$ cat src/rtl/ahb_bus_arbiter_pkg.sv
// Shared AHB encodings and burst helpers for the bus arbiter.
// Master index width is sized for up to 16 requesters.
package ahb_bus_arbiter_pkg;

    localparam int HMASTER_WIDTH = 4;

    typedef enum logic [1:0] {
        HTRANS_IDLE   = 2'd0,
        HTRANS_BUSY   = 2'd1,
        HTRANS_NONSEQ = 2'd2,
        HTRANS_SEQ    = 2'd3
    } htrans_e;

    typedef enum logic [2:0] {
        HBURST_SINGLE = 3'd0,
        HBURST_INCR   = 3'd1,
        HBURST_WRAP4  = 3'd2,
        HBURST_INCR4  = 3'd3,
        HBURST_WRAP8  = 3'd4,
        HBURST_INCR8  = 3'd5,
        HBURST_WRAP16 = 3'd6,
        HBURST_INCR16 = 3'd7
    } hburst_e;

    typedef enum logic [1:0] {
        ARB_PARK   = 2'd0,
        ARB_OWNED  = 2'd1,
        ARB_LOCKED = 2'd2
    } arb_state_e;

    // Fixed burst length in beats; 0 marks undefined-length INCR.
    function automatic logic [4:0] burst_len(input hburst_e burst);
        logic [4:0] len;
        case (burst)
            HBURST_SINGLE:                len = 5'd1;
            HBURST_INCR:                  len = 5'd0;
            HBURST_WRAP4,  HBURST_INCR4:  len = 5'd4;
            HBURST_WRAP8,  HBURST_INCR8:  len = 5'd8;
            default:                      len = 5'd16;
        endcase
        return len;
    endfunction

endpackage

$ cat src/rtl/ahb_bus_arbiter_if.sv
// Arbitration signals between the requesting masters and the bus arbiter.
// The master modport is the requester/bus side, the slave modport is the arbiter.
interface ahb_bus_arbiter_if
    import ahb_bus_arbiter_pkg::*;
#(
    parameter int NUM_MASTERS = 4
);

    logic [NUM_MASTERS-1:0]   hbusreq;
    logic [NUM_MASTERS-1:0]   hlock;
    htrans_e                  htrans;
    hburst_e                  hburst;
    logic                     hready;
    logic [NUM_MASTERS-1:0]   hgrant;
    logic [HMASTER_WIDTH-1:0] hmaster;
    logic                     hmastlock;
    logic [HMASTER_WIDTH-1:0] hmasterData;

    modport master (
        output hbusreq, hlock, htrans, hburst, hready,
        input  hgrant, hmaster, hmastlock, hmasterData
    );

    modport slave (
        input  hbusreq, hlock, htrans, hburst, hready,
        output hgrant, hmaster, hmastlock, hmasterData
    );

endinterface

$ cat src/rtl/ahb_bus_arbiter_rr_picker.sv
// Combinational round-robin pick: first asserted request after rr_ptr,
// wrapping, with rr_ptr itself considered last.
module ahb_bus_arbiter_rr_picker
    import ahb_bus_arbiter_pkg::*;
#(
    parameter int NUM_MASTERS = 4
) (
    input  logic [NUM_MASTERS-1:0]   req,
    input  logic [HMASTER_WIDTH-1:0] rr_ptr,
    output logic [NUM_MASTERS-1:0]   grant,
    output logic [HMASTER_WIDTH-1:0] idx,
    output logic                     any_req
);

    logic [HMASTER_WIDTH:0]   shift;
    logic [NUM_MASTERS-1:0]   rot;
    logic [HMASTER_WIDTH:0]   first_off;
    logic                     first_found;
    logic [HMASTER_WIDTH:0]   idx_sum;
    logic [HMASTER_WIDTH:0]   idx_wrap;

    // rot[k] = req[(rr_ptr + 1 + k) mod NUM_MASTERS]
    assign shift = {1'b0, rr_ptr} + 1'b1;
    assign rot   = NUM_MASTERS'({req, req} >> shift);

    always_comb begin
        first_found = 1'b0;
        first_off   = '0;
        for (int k = 0; k < NUM_MASTERS; k++) begin
            if (!first_found && rot[k]) begin
                first_found = 1'b1;
                first_off   = (HMASTER_WIDTH + 1)'(k);
            end
        end
    end

    assign idx_sum  = shift + first_off;
    assign idx_wrap = (idx_sum >= (HMASTER_WIDTH + 1)'(NUM_MASTERS))
                    ? idx_sum - (HMASTER_WIDTH + 1)'(NUM_MASTERS)
                    : idx_sum;
    assign idx      = idx_wrap[HMASTER_WIDTH-1:0];
    assign any_req  = first_found;

    for (genvar gi = 0; gi < NUM_MASTERS; gi++) begin : g_grant
        assign grant[gi] = first_found && (idx == HMASTER_WIDTH'(gi));
    end

endmodule

$ cat src/rtl/ahb_bus_arbiter.sv
// Round-robin AHB bus arbiter: registered grant, address- and data-phase owner,
// with handover restricted to burst ends, idle cycles and released locks.
module ahb_bus_arbiter
    import ahb_bus_arbiter_pkg::*;
#(
    parameter int NUM_MASTERS    = 4,
    parameter int DEFAULT_MASTER = 0
) (
    input logic               hclk,
    input logic               hresetn,
    ahb_bus_arbiter_if.slave  bus
);

    localparam logic [HMASTER_WIDTH-1:0] DEFAULT_IDX   = HMASTER_WIDTH'(DEFAULT_MASTER);
    localparam logic [NUM_MASTERS-1:0]   DEFAULT_GRANT = {{(NUM_MASTERS-1){1'b0}}, 1'b1} << DEFAULT_MASTER;

    arb_state_e               state_reg, state_next;
    logic [NUM_MASTERS-1:0]   hgrant_reg, hgrant_next;
    logic [HMASTER_WIDTH-1:0] owner_reg, owner_next;
    logic [HMASTER_WIDTH-1:0] rr_ptr_reg, rr_ptr_next;
    logic [4:0]               beat_cnt_reg, beat_cnt_next;
    logic [HMASTER_WIDTH-1:0] hmaster_reg;
    logic                     hmastlock_reg;
    logic [HMASTER_WIDTH-1:0] hmaster_data_reg;

    logic [NUM_MASTERS-1:0]   pick_grant;
    logic [HMASTER_WIDTH-1:0] pick_idx;
    logic                     pick_any;

    logic [4:0] len;
    logic       owner_req;
    logic       owner_lock;
    logic       last_beat;
    logic       hand_pt;
    logic       rearb;

    ahb_bus_arbiter_rr_picker #(
        .NUM_MASTERS (NUM_MASTERS)
    ) u_picker (
        .req     (bus.hbusreq),
        .rr_ptr  (rr_ptr_reg),
        .grant   (pick_grant),
        .idx     (pick_idx),
        .any_req (pick_any)
    );

    assign len        = burst_len(bus.hburst);
    assign owner_req  = |(bus.hbusreq & hgrant_reg);
    assign owner_lock = |(bus.hlock & hgrant_reg);
    assign last_beat  = (bus.htrans == HTRANS_SEQ) && (len > 5'd1) && (beat_cnt_reg == len - 5'd1);

    assign hand_pt = bus.hready && (
                         (bus.htrans == HTRANS_IDLE)
                      || ((bus.htrans == HTRANS_NONSEQ) && (len == 5'd1))
                      || last_beat
                      || ((bus.hburst == HBURST_INCR) && !owner_req));

    always_comb begin
        state_next    = state_reg;
        hgrant_next   = hgrant_reg;
        owner_next    = owner_reg;
        rr_ptr_next   = rr_ptr_reg;
        beat_cnt_next = beat_cnt_reg;
        rearb         = 1'b0;

        if (bus.hready) begin
            if (bus.htrans == HTRANS_NONSEQ) begin
                beat_cnt_next = 5'd1;
            end else if (bus.htrans == HTRANS_SEQ) begin
                beat_cnt_next = beat_cnt_reg + 5'd1;
            end
        end

        case (state_reg)
            // The parked master issues no transfers of its own, so any ready cycle may hand over.
            ARB_PARK:   rearb = bus.hready;
            ARB_OWNED:  rearb = hand_pt;
            // Once hlock drops, the next completed transfer is still kept by the owner.
            ARB_LOCKED: begin
                if (!owner_lock && bus.hready && (bus.htrans != HTRANS_BUSY)) begin
                    state_next = ARB_OWNED;
                end
            end
            default:    state_next = ARB_PARK;
        endcase

        if (rearb) begin
            if (pick_any) begin
                hgrant_next = pick_grant;
                owner_next  = pick_idx;
                rr_ptr_next = pick_idx;
                state_next  = (|(bus.hlock & pick_grant)) ? ARB_LOCKED : ARB_OWNED;
            end else begin
                hgrant_next = DEFAULT_GRANT;
                owner_next  = DEFAULT_IDX;
                state_next  = ARB_PARK;
            end
        end
    end

    always_ff @(posedge hclk or negedge hresetn) begin
        if (!hresetn) begin
            state_reg        <= ARB_PARK;
            hgrant_reg       <= DEFAULT_GRANT;
            owner_reg        <= DEFAULT_IDX;
            rr_ptr_reg       <= DEFAULT_IDX;
            beat_cnt_reg     <= '0;
            hmaster_reg      <= DEFAULT_IDX;
            hmastlock_reg    <= 1'b0;
            hmaster_data_reg <= DEFAULT_IDX;
        end else begin
            state_reg    <= state_next;
            hgrant_reg   <= hgrant_next;
            owner_reg    <= owner_next;
            rr_ptr_reg   <= rr_ptr_next;
            beat_cnt_reg <= beat_cnt_next;
            // Address phase follows the grant by one accepted transfer; data phase by one more.
            if (bus.hready) begin
                hmaster_reg      <= owner_reg;
                hmastlock_reg    <= owner_lock;
                hmaster_data_reg <= hmaster_reg;
            end
        end
    end

    assign bus.hgrant      = hgrant_reg;
    assign bus.hmaster     = hmaster_reg;
    assign bus.hmastlock   = hmastlock_reg;
    assign bus.hmasterData = hmaster_data_reg;

endmodule

$ cat src/flat_wrapper.sv
// flat-port wrapper written by rule: the top's interface ports become plain ports
module ahb_bus_arbiter_flat import ahb_bus_arbiter_pkg::*;
#(
    parameter int NUM_MASTERS    = 4,
    parameter int DEFAULT_MASTER = 0
)
  (hclk, hresetn, bus_hbusreq, bus_hlock, bus_htrans, bus_hburst, bus_hready, bus_hgrant, bus_hmaster, bus_hmastlock, bus_hmasterData);
  ahb_bus_arbiter_if #(.NUM_MASTERS(NUM_MASTERS)) bus_i ();
  input logic hclk;
  input logic hresetn;
  input wire logic [$bits(bus_i.hbusreq)-1:0] bus_hbusreq;
  input wire logic [$bits(bus_i.hlock)-1:0] bus_hlock;
  input wire logic [$bits(bus_i.htrans)-1:0] bus_htrans;
  input wire logic [$bits(bus_i.hburst)-1:0] bus_hburst;
  input wire logic [$bits(bus_i.hready)-1:0] bus_hready;
  output wire logic [$bits(bus_i.hgrant)-1:0] bus_hgrant;
  output wire logic [$bits(bus_i.hmaster)-1:0] bus_hmaster;
  output wire logic [$bits(bus_i.hmastlock)-1:0] bus_hmastlock;
  output wire logic [$bits(bus_i.hmasterData)-1:0] bus_hmasterData;
  assign bus_i.hbusreq = bus_hbusreq;
  assign bus_i.hlock = bus_hlock;
  assign bus_i.htrans = bus_htrans;
  assign bus_i.hburst = bus_hburst;
  assign bus_i.hready = bus_hready;
  assign bus_hgrant = bus_i.hgrant;
  assign bus_hmaster = bus_i.hmaster;
  assign bus_hmastlock = bus_i.hmastlock;
  assign bus_hmasterData = bus_i.hmasterData;
  ahb_bus_arbiter #(.NUM_MASTERS(NUM_MASTERS), .DEFAULT_MASTER(DEFAULT_MASTER)) u_core (.hclk(hclk), .hresetn(hresetn), .bus(bus_i));
endmodule
$ cat config.mk
export PLATFORM = sky130hd
export DESIGN_NAME = ahb_bus_arbiter_flat
export DESIGN_NICKNAME = d
export VERILOG_FILES = /design/src/rtl/ahb_bus_arbiter_pkg.sv /design/src/rtl/ahb_bus_arbiter_if.sv /design/src/rtl/ahb_bus_arbiter_rr_picker.sv /design/src/rtl/ahb_bus_arbiter.sv /design/src/flat_wrapper.sv
export SDC_FILE = /design/constraint.sdc
export NUM_CORES = 1
export LEC_CHECK = 0
export CELL_PAD_IN_SITES_DETAIL_PLACEMENT = 2
export CELL_PAD_IN_SITES_GLOBAL_PLACEMENT = 2
export CORE_UTILIZATION = 33
export DETAILED_ROUTE_END_ITERATION = 8
export GPL_TIMING_DRIVEN = 0
export HOLD_SLACK_MARGIN = 0.06
export PLACE_DENSITY = 0.87
export SYNTH_ARGS = -nofsm -noshare
export SYNTH_HDL_FRONTEND = slang
export SYNTH_SLANG_ARGS = --single-unit
export TNS_END_PERCENT = 30
$ cat constraint.sdc
create_clock -name hclk -period 4.57 [get_ports hclk]
set_input_delay 0.914 -clock hclk [delete_from_list [all_inputs] [get_ports hclk]]
set_output_delay 0.914 -clock hclk [all_outputs]
set_load 0.05 [all_outputs]
==> qor.csv, run 1 <==
metric,value,unit
Slowest cell on crit path,fa_1,
Rel. slew slack,17.6,%
IO Count,29,
Hold Path Sink,u_core.owner_reg[2],
TritonCTS Sinks,28,
worst-margin pin slew,1.22,ns
initial antenna violation count,0,
synth-to-layout area growth,27.0,%
vias in the first global route,1647,
largest net degree at the start of global routing,29,
fmax,236,MHz
Ys Warns,0,
worst vdd ir,372,uV
"Primary FF master, synth",dfrtp_1,
maximum clock insertion buffer count,2,
flip-flop and latch count after synthesis,28,
Final ANT Viol Nets,0,
WP data required,4.72,ns
TritonRoute pass-1 iters,3,
most numerous cell in the Yosys netlist,dfrtp_1,
H-tree depth,1,
height of the die,74.6,um
top post-synthesis cells by area,"dfrtp_1 (39%), mux2_1 (5.2%), mux2i_1 (4.0%), ha_1 (3.6%), nand2_1 (3.0%)",
"Largest stage delay, worst path",0.51,ns
antenna fix cells,0,
P_leak,0.940,nW
DIE AREA,5570,um2
Fill cells,572,
worst hold path type,flop to flop,
Min Hold Slack,0.497,ns
Max Cap Viol,0,
placed insts,267,
worst r2r dst,u_core.state_reg[0],
Die Wd,74.6,um
Hold Fails Final Rpt,0,
worst clock skew,0.00309,ns
DRT iter0 DRCs,79,
CP Cell Sequence,clkdlybuf4s50_1 -> mux2i_1 -> o22a_1 -> nand3_1 -> a21oi_1 -> o2bb2ai_1 -> ha_1 -> fa_1 -> xnor2_1 -> ha_1 -> a31o_2 -> nor3_2 -> o311ai_4 -> a211oi_1 -> o221ai_1,
DR vias/cell,5.37,
Cells after Synth,170,
placed cell area,2100,um2
drt wl/cell,17.9,um
RSZ-0062 raised after global routing,no,
final net count,226,
hold path cells,2,
cell area power density,713,nW/um2
Global Route Usage Sum,18.9,%
worst r2r src,u_core.rr_ptr_reg[0],
worst-path fanout max,6,
syn_nets,192,
setup violators final,0,
Port Buffers,27,
worst reg2reg path depth,15,
R2R Setup Slk,0.88,ns
critical path capture point type,flop,
latest clock arrival within the worst-skew pair,0.27,ns
CP Launch Type,input pin,
CTS tree,built,
Largest register FFs,5,
floorplan row count,26,
cell taking the most area after synthesis,dfrtp_1,
routability cong.,0.798,
sequential fraction of the synthesis area,40.3,%
cell mode on critical path,ha_1,
"Distinct cells, synth",51,
Tmin final,4.25,ns
first-pass GRT wire length,7.98,mm
Synth top area share,38.8,%
syn_area_per_cell,10.2,um2
Starting Density,34.1,%
core box area,5110,um2
most frequent cells after synthesis,"dfrtp_1 (27), nand2_1 (14), nand3_1 (9)",
Fin Setup TNS,0,ns
Synth Cell Area,1740,um2
status,"finished, final reports clean",
Final Core Density,43.3,%
Async SR Flop Fraction,100,%
Final HPWL DP,3.76,mm
Post-synth EDFFs,0,
Num CTS Buffers,3,
GRT overflow,0,
cts hold-fix bufs,0,
Root Buffer,clkbuf_8,
Non-Filler Instances,273,
final wirelength,4.88,mm
max-slew violation count,0,
fraction of layout cells with a size suffix above 1,12.3,%
fin crit share,92.9,%
DR vias,1465,
"Reg clk slew, reported paths",0.10,ns
Setup CP Type,input pin to flop,
hold path start,u_core.owner_reg[2],
post-route DRC violation count,0,
Final Cell Area,2210,um2
worst path arrival time,4.39,ns
## kinds of logic after synthesis
logic type | after synthesis | synth area share (%)
multiplexers | 16 | 9.85
adder cells (fa/ha/maj) | 6 | 4.74
AND/OR/NAND/NOR | 49 | 14.5
buffers and inverters | 16 | 4.24
flip-flops | 28 | 40.3
AO/OA/AOI/OAI | 51 | 23.5
XOR/XNOR | 4 | 2.80
## routing by layer
layer	vias to the layer above	track usage, %	part of all wire (%)	wire length (um)
met5	-	0	0	0
met4	0	3.35	0.35	17
met3	2	2.95	1.3	61
met2	13	35.2	53	2610
met1	745	23.1	45	2190
li1	705	-	-	-
## critical path, delay by kind of cell
kind / cells / cell delay (ns)
AOI/OAI and AO/OA: 7 / 1.30
adders and majority gates: 3 / 0.93
buffers and inverters: 1 / 0.49
and+or+nand+nor: 2 / 0.31
muxes: 1 / 0.23
xor gates and xnor gates: 1 / 0.20
## through the flow
stage / setup slack (ns) / power (W)
2_1_floorplan: 0.879 / 0.00107
6_report: 0.325 / 0.00158
4_1_cts: 0.0185 / 0.00156
3_3_place_gp: -0.160 / 0.00132
5_1_grt: 0.0737 / 0.00170
3_5_place_dp: -0.240 / 0.00136
## worst max-delay path by stage
stage                   startpoint                  end  slack [ns]  cells past startpoint
floorplan           bus_hbusreq[2]  u_core.state_reg[0]        0.88                     13
global placement    bus_hbusreq[1]  u_core.state_reg[0]       -0.16                     14
detailed placement  bus_hbusreq[1]  u_core.state_reg[0]       -0.24                     14
CTS                 bus_hbusreq[1]  u_core.state_reg[0]        0.02                     14
global route        bus_hbusreq[1]  u_core.state_reg[0]        0.07                     14
finish              bus_hbusreq[1]  u_core.state_reg[0]        0.32                     15
## power breakdown
group,switching (W),leakage (nW),internal (W)
Combinational,0.000600,0.547,0.000361
Clock,0.0000786,0.0357,0.000117
Sequential,0.0000781,0.358,0.000340
Total,0.000756,0.940,0.000819
## layout make-up
type	count	area, um2	area share [%]
Clock inverter	1	30.0	1.36
Sequential cell	28	702	31.7
Multi-Input combinational cell	126	983	44.5
Clock buffer	3	41.3	1.87
Inverter	8	30.0	1.36
Timing Repair Buffer	29	293	13.2
Tap cell	70	87.6	3.96
Buffer	8	43.8	1.98
## repair_timing
item,CTS,global route
setup buffers,0,1
endpoints found under the setup margin,0,6
gates resized for setup,0,3
## cells in the final DEF, fill, tap and decap left out, drive strengths merged, types with 2 or more instances in the layout
master,n
a211oi,2
a21o,3
a21oi,6
a22o,4
a22oi,2
buf,8
clkbuf,5
clkdlybuf4s50,27
dfrtp,27
ha,5
inv,8
mux2,9
mux2i,7
nand2,14
nand2b,7
nand3,9
nand3b,2
nor2,5
nor2b,3
nor3,3
o211ai,3
o21ai,10
o221ai,3
o2bb2ai,2
o311ai,2
o41ai,3
or2,2
or3,2
xnor2,2
(Power assumes the default switching activity.)
==> inputs of run 2 (changes only) <==
--- a/config.mk
+++ b/config.mk
@@ -7,11 +7,12 @@
 export LEC_CHECK = 0
 export CELL_PAD_IN_SITES_DETAIL_PLACEMENT = 2
 export CELL_PAD_IN_SITES_GLOBAL_PLACEMENT = 2
-export CORE_UTILIZATION = 33
+export CORE_UTILIZATION = 40
 export DETAILED_ROUTE_END_ITERATION = 8
+export DONT_BUFFER_PORTS = 1
 export GPL_TIMING_DRIVEN = 0
 export HOLD_SLACK_MARGIN = 0.06
-export PLACE_DENSITY = 0.87
+export PLACE_DENSITY = 0.88
 export SYNTH_ARGS = -nofsm -noshare
 export SYNTH_HDL_FRONTEND = slang
 export SYNTH_SLANG_ARGS = --single-unit
==> constraint.sdc (replaced) <==
create_clock -name hclk -period 4.57 [get_ports hclk]
set_input_delay 0.914 -clock hclk [delete_from_list [all_inputs] [get_ports hclk]]
set_output_delay 0.914 -clock hclk [all_outputs]
set_load 0.1 [all_outputs]
==> run 2 against run 1 <==
Clock-buffer cell count unchanged. Worst setup slack improved by 0.19 ns. Register-to-register slack got worse by 0.37 ns. Design area decreased by 15%. Die area decreased by 17%. Sequential share of layout area increased by 5.7 points. Clock skew increased by 0.0016 ns. First-iteration DRC count decreased by 13%. Final cell count decreased by 18%.
==> qor.csv, run 2 (same netlist as run 1, synthesis figures left out) <==
metric,value,unit,change
initial antenna violation count,0,,unchanged
fraction of layout cells with a size suffix above 1,12.1,%,-0.25 points
fmax,246,MHz,+4.6%
Largest register FFs,5,,unchanged
GRT overflow,0,,unchanged
worst-margin pin slew,1.20,ns,-0.0132 ns
Port Buffers,0,,-100%
CTS tree,built,,
IO Count,29,,unchanged
placed cell area,1800,um2,-14%
Die Wd,68.0,um,-8.9%
worst reg2reg path depth,14,,-1
CP Launch Type,flop,,
status,"finished, final reports clean",,
Num CTS Buffers,3,,unchanged
"commonest non-fill, non-tap cells in the layout","dfrtp_1 (27), nand2_1 (14), nand3_1 (9)",,
cts hold-fix bufs,0,,unchanged
final net count,197,,-13%
critical path capture point type,flop,,
Fin Setup TNS,0,ns,unchanged
first-pass GRT wire length,8.40,mm,+5.3%
DR vias/cell,6.46,,+20%
DRT iter0 DRCs,69,,-13%
setup violators final,0,,unchanged
height of the die,68.0,um,-8.9%
worst r2r src,u_core.rr_ptr_reg[0],,
worst r2r dst,u_core.state_reg[0],,
TritonCTS Sinks,28,,unchanged
Fill cells,428,,-25%
worst-path fanout max,9,,+3
worst path arrival time,4.21,ns,-0.18 ns
DR vias,1446,,-1.3%
Final ANT Viol Nets,0,,unchanged
Multi-input gate area,965,um2,-1.9%
largest net degree at the start of global routing,29,,unchanged
Final HPWL DP,4.05,mm,+7.9%
TritonRoute pass-1 iters,4,,+1
"Reg clk slew, reported paths",0.10,ns,about the same
floorplan row count,23,,-12%
worst clock skew,0.00464,ns,+0.00156 ns
Setup CP Type,flop to flop,,
Final Cell Area,1870,um2,-15%
Global Route Usage Sum,25.6,%,+6.8 points
Setup Buffers After CTS,0,,unchanged
crit path from,u_core.rr_ptr_reg[0],,
Tmin final,4.06,ns,-0.188 ns
critical path endpoint,u_core.state_reg[0],,
Rel. slew slack,18.4,%,+0.90 points
vias in the first global route,1593,,-3.3%
register area,702,um2,unchanged
post-route DRC violation count,0,,unchanged
antenna fix cells,0,,unchanged
"most common cell after layout, fill and taps aside",dfrtp_1,,
RSZ-0062 raised after global routing,no,,
H-tree depth,1,,unchanged
latest clock arrival within the worst-skew pair,0.29,ns,+0.02 ns
DIE AREA,4620,um2,-17%
core box area,4090,um2,-20%
Post-CTS Resized,0,,unchanged
Max Cap Viol,0,,unchanged
WP data required,4.72,ns,about the same
maximum clock insertion buffer count,2,,unchanged
final wirelength,5.46,mm,+12%
fin crit share,88.8,%,-4.1 points
worst hold path type,input pin to async pin,,
Root Buffer,clkbuf_8,,
Starting Density,42.6,%,+8.5 points
max-slew violation count,0,,unchanged
synth-to-layout area growth,7.69,%,
Hold Fails Final Rpt,0,,unchanged
R2R Setup Slk,0.51,ns,-0.37 ns
drt wl/cell,24.4,um,+36%
routability cong.,0.763,,-4.4%
-- run 2: worst max-delay path, stage by stage (launching register included) --
cell	delay, ns
dfrtp_1	0.39
buf_2	0.19
nand2b_1	0.22
o22a_1	0.25
o211ai_1	0.36
nor2b_1	0.27
inv_1	0.09
fa_1	0.51
xnor2_1	0.19
ha_1	0.21
a31o_2	0.25
nor3_1	0.25
o311ai_2	0.25
a211oi_1	0.31
o221ai_1	0.19
-- run 2: worst min path at each step --
stage                             start                        end  slack (ns)  cells after the start
floorplan           u_core.owner_reg[0]        u_core.owner_reg[0]        0.45                      2
global placement    u_core.owner_reg[3]        u_core.owner_reg[3]        0.47                      2
detailed placement  u_core.owner_reg[0]        u_core.owner_reg[0]        0.49                      2
CTS                             hresetn      u_core.bus.hmaster[0]        0.30                      0
global route                    hresetn      u_core.bus.hmaster[3]        0.29                      0
finish                          hresetn  u_core.bus.hmasterData[1]        0.30                      0
-- run 2: per-stage QoR --
step / hold slack (ns) / utilization (%) / instances / worst slack, ns
floorplan: 0.452 / - / 170 / 0.879
global route: 0.295 / 45.9 / 224 / 0.276
global placement: 0.466 / 44.1 / 220 / 0.567
detailed placement: 0.486 / 44.1 / 220 / 0.288
finish: 0.301 / 45.9 / 224 / 0.512
CTS: 0.304 / 45.9 / 224 / 0.501
-- run 2: layer usage --
layer | vias to the layer above | share of wire, % | track usage (%)
met1 | 747 | 36 | 26.0
li1 | 638 | - | -
met5 | - | 0 | 0
met3 | 17 | 3.2 | 3.33
met4 | 0 | 3.6 | 15.4
met2 | 44 | 57 | 48.9
-- run 2: area by class of cell --
class | instances | area share (%)
multi-input cells | 126 | 51.5
clock inverters | 1 | 1.60
well taps | 50 | 3.34
plain buffers | 8 | 2.34
inverters | 8 | 1.60
clock buffers | 3 | 2.20
flip-flops and latches | 28 | 37.4
Power of run 2 is not shown: default switching activity piles up to over one toggle a cycle in this logic, so the estimate is an artifact.
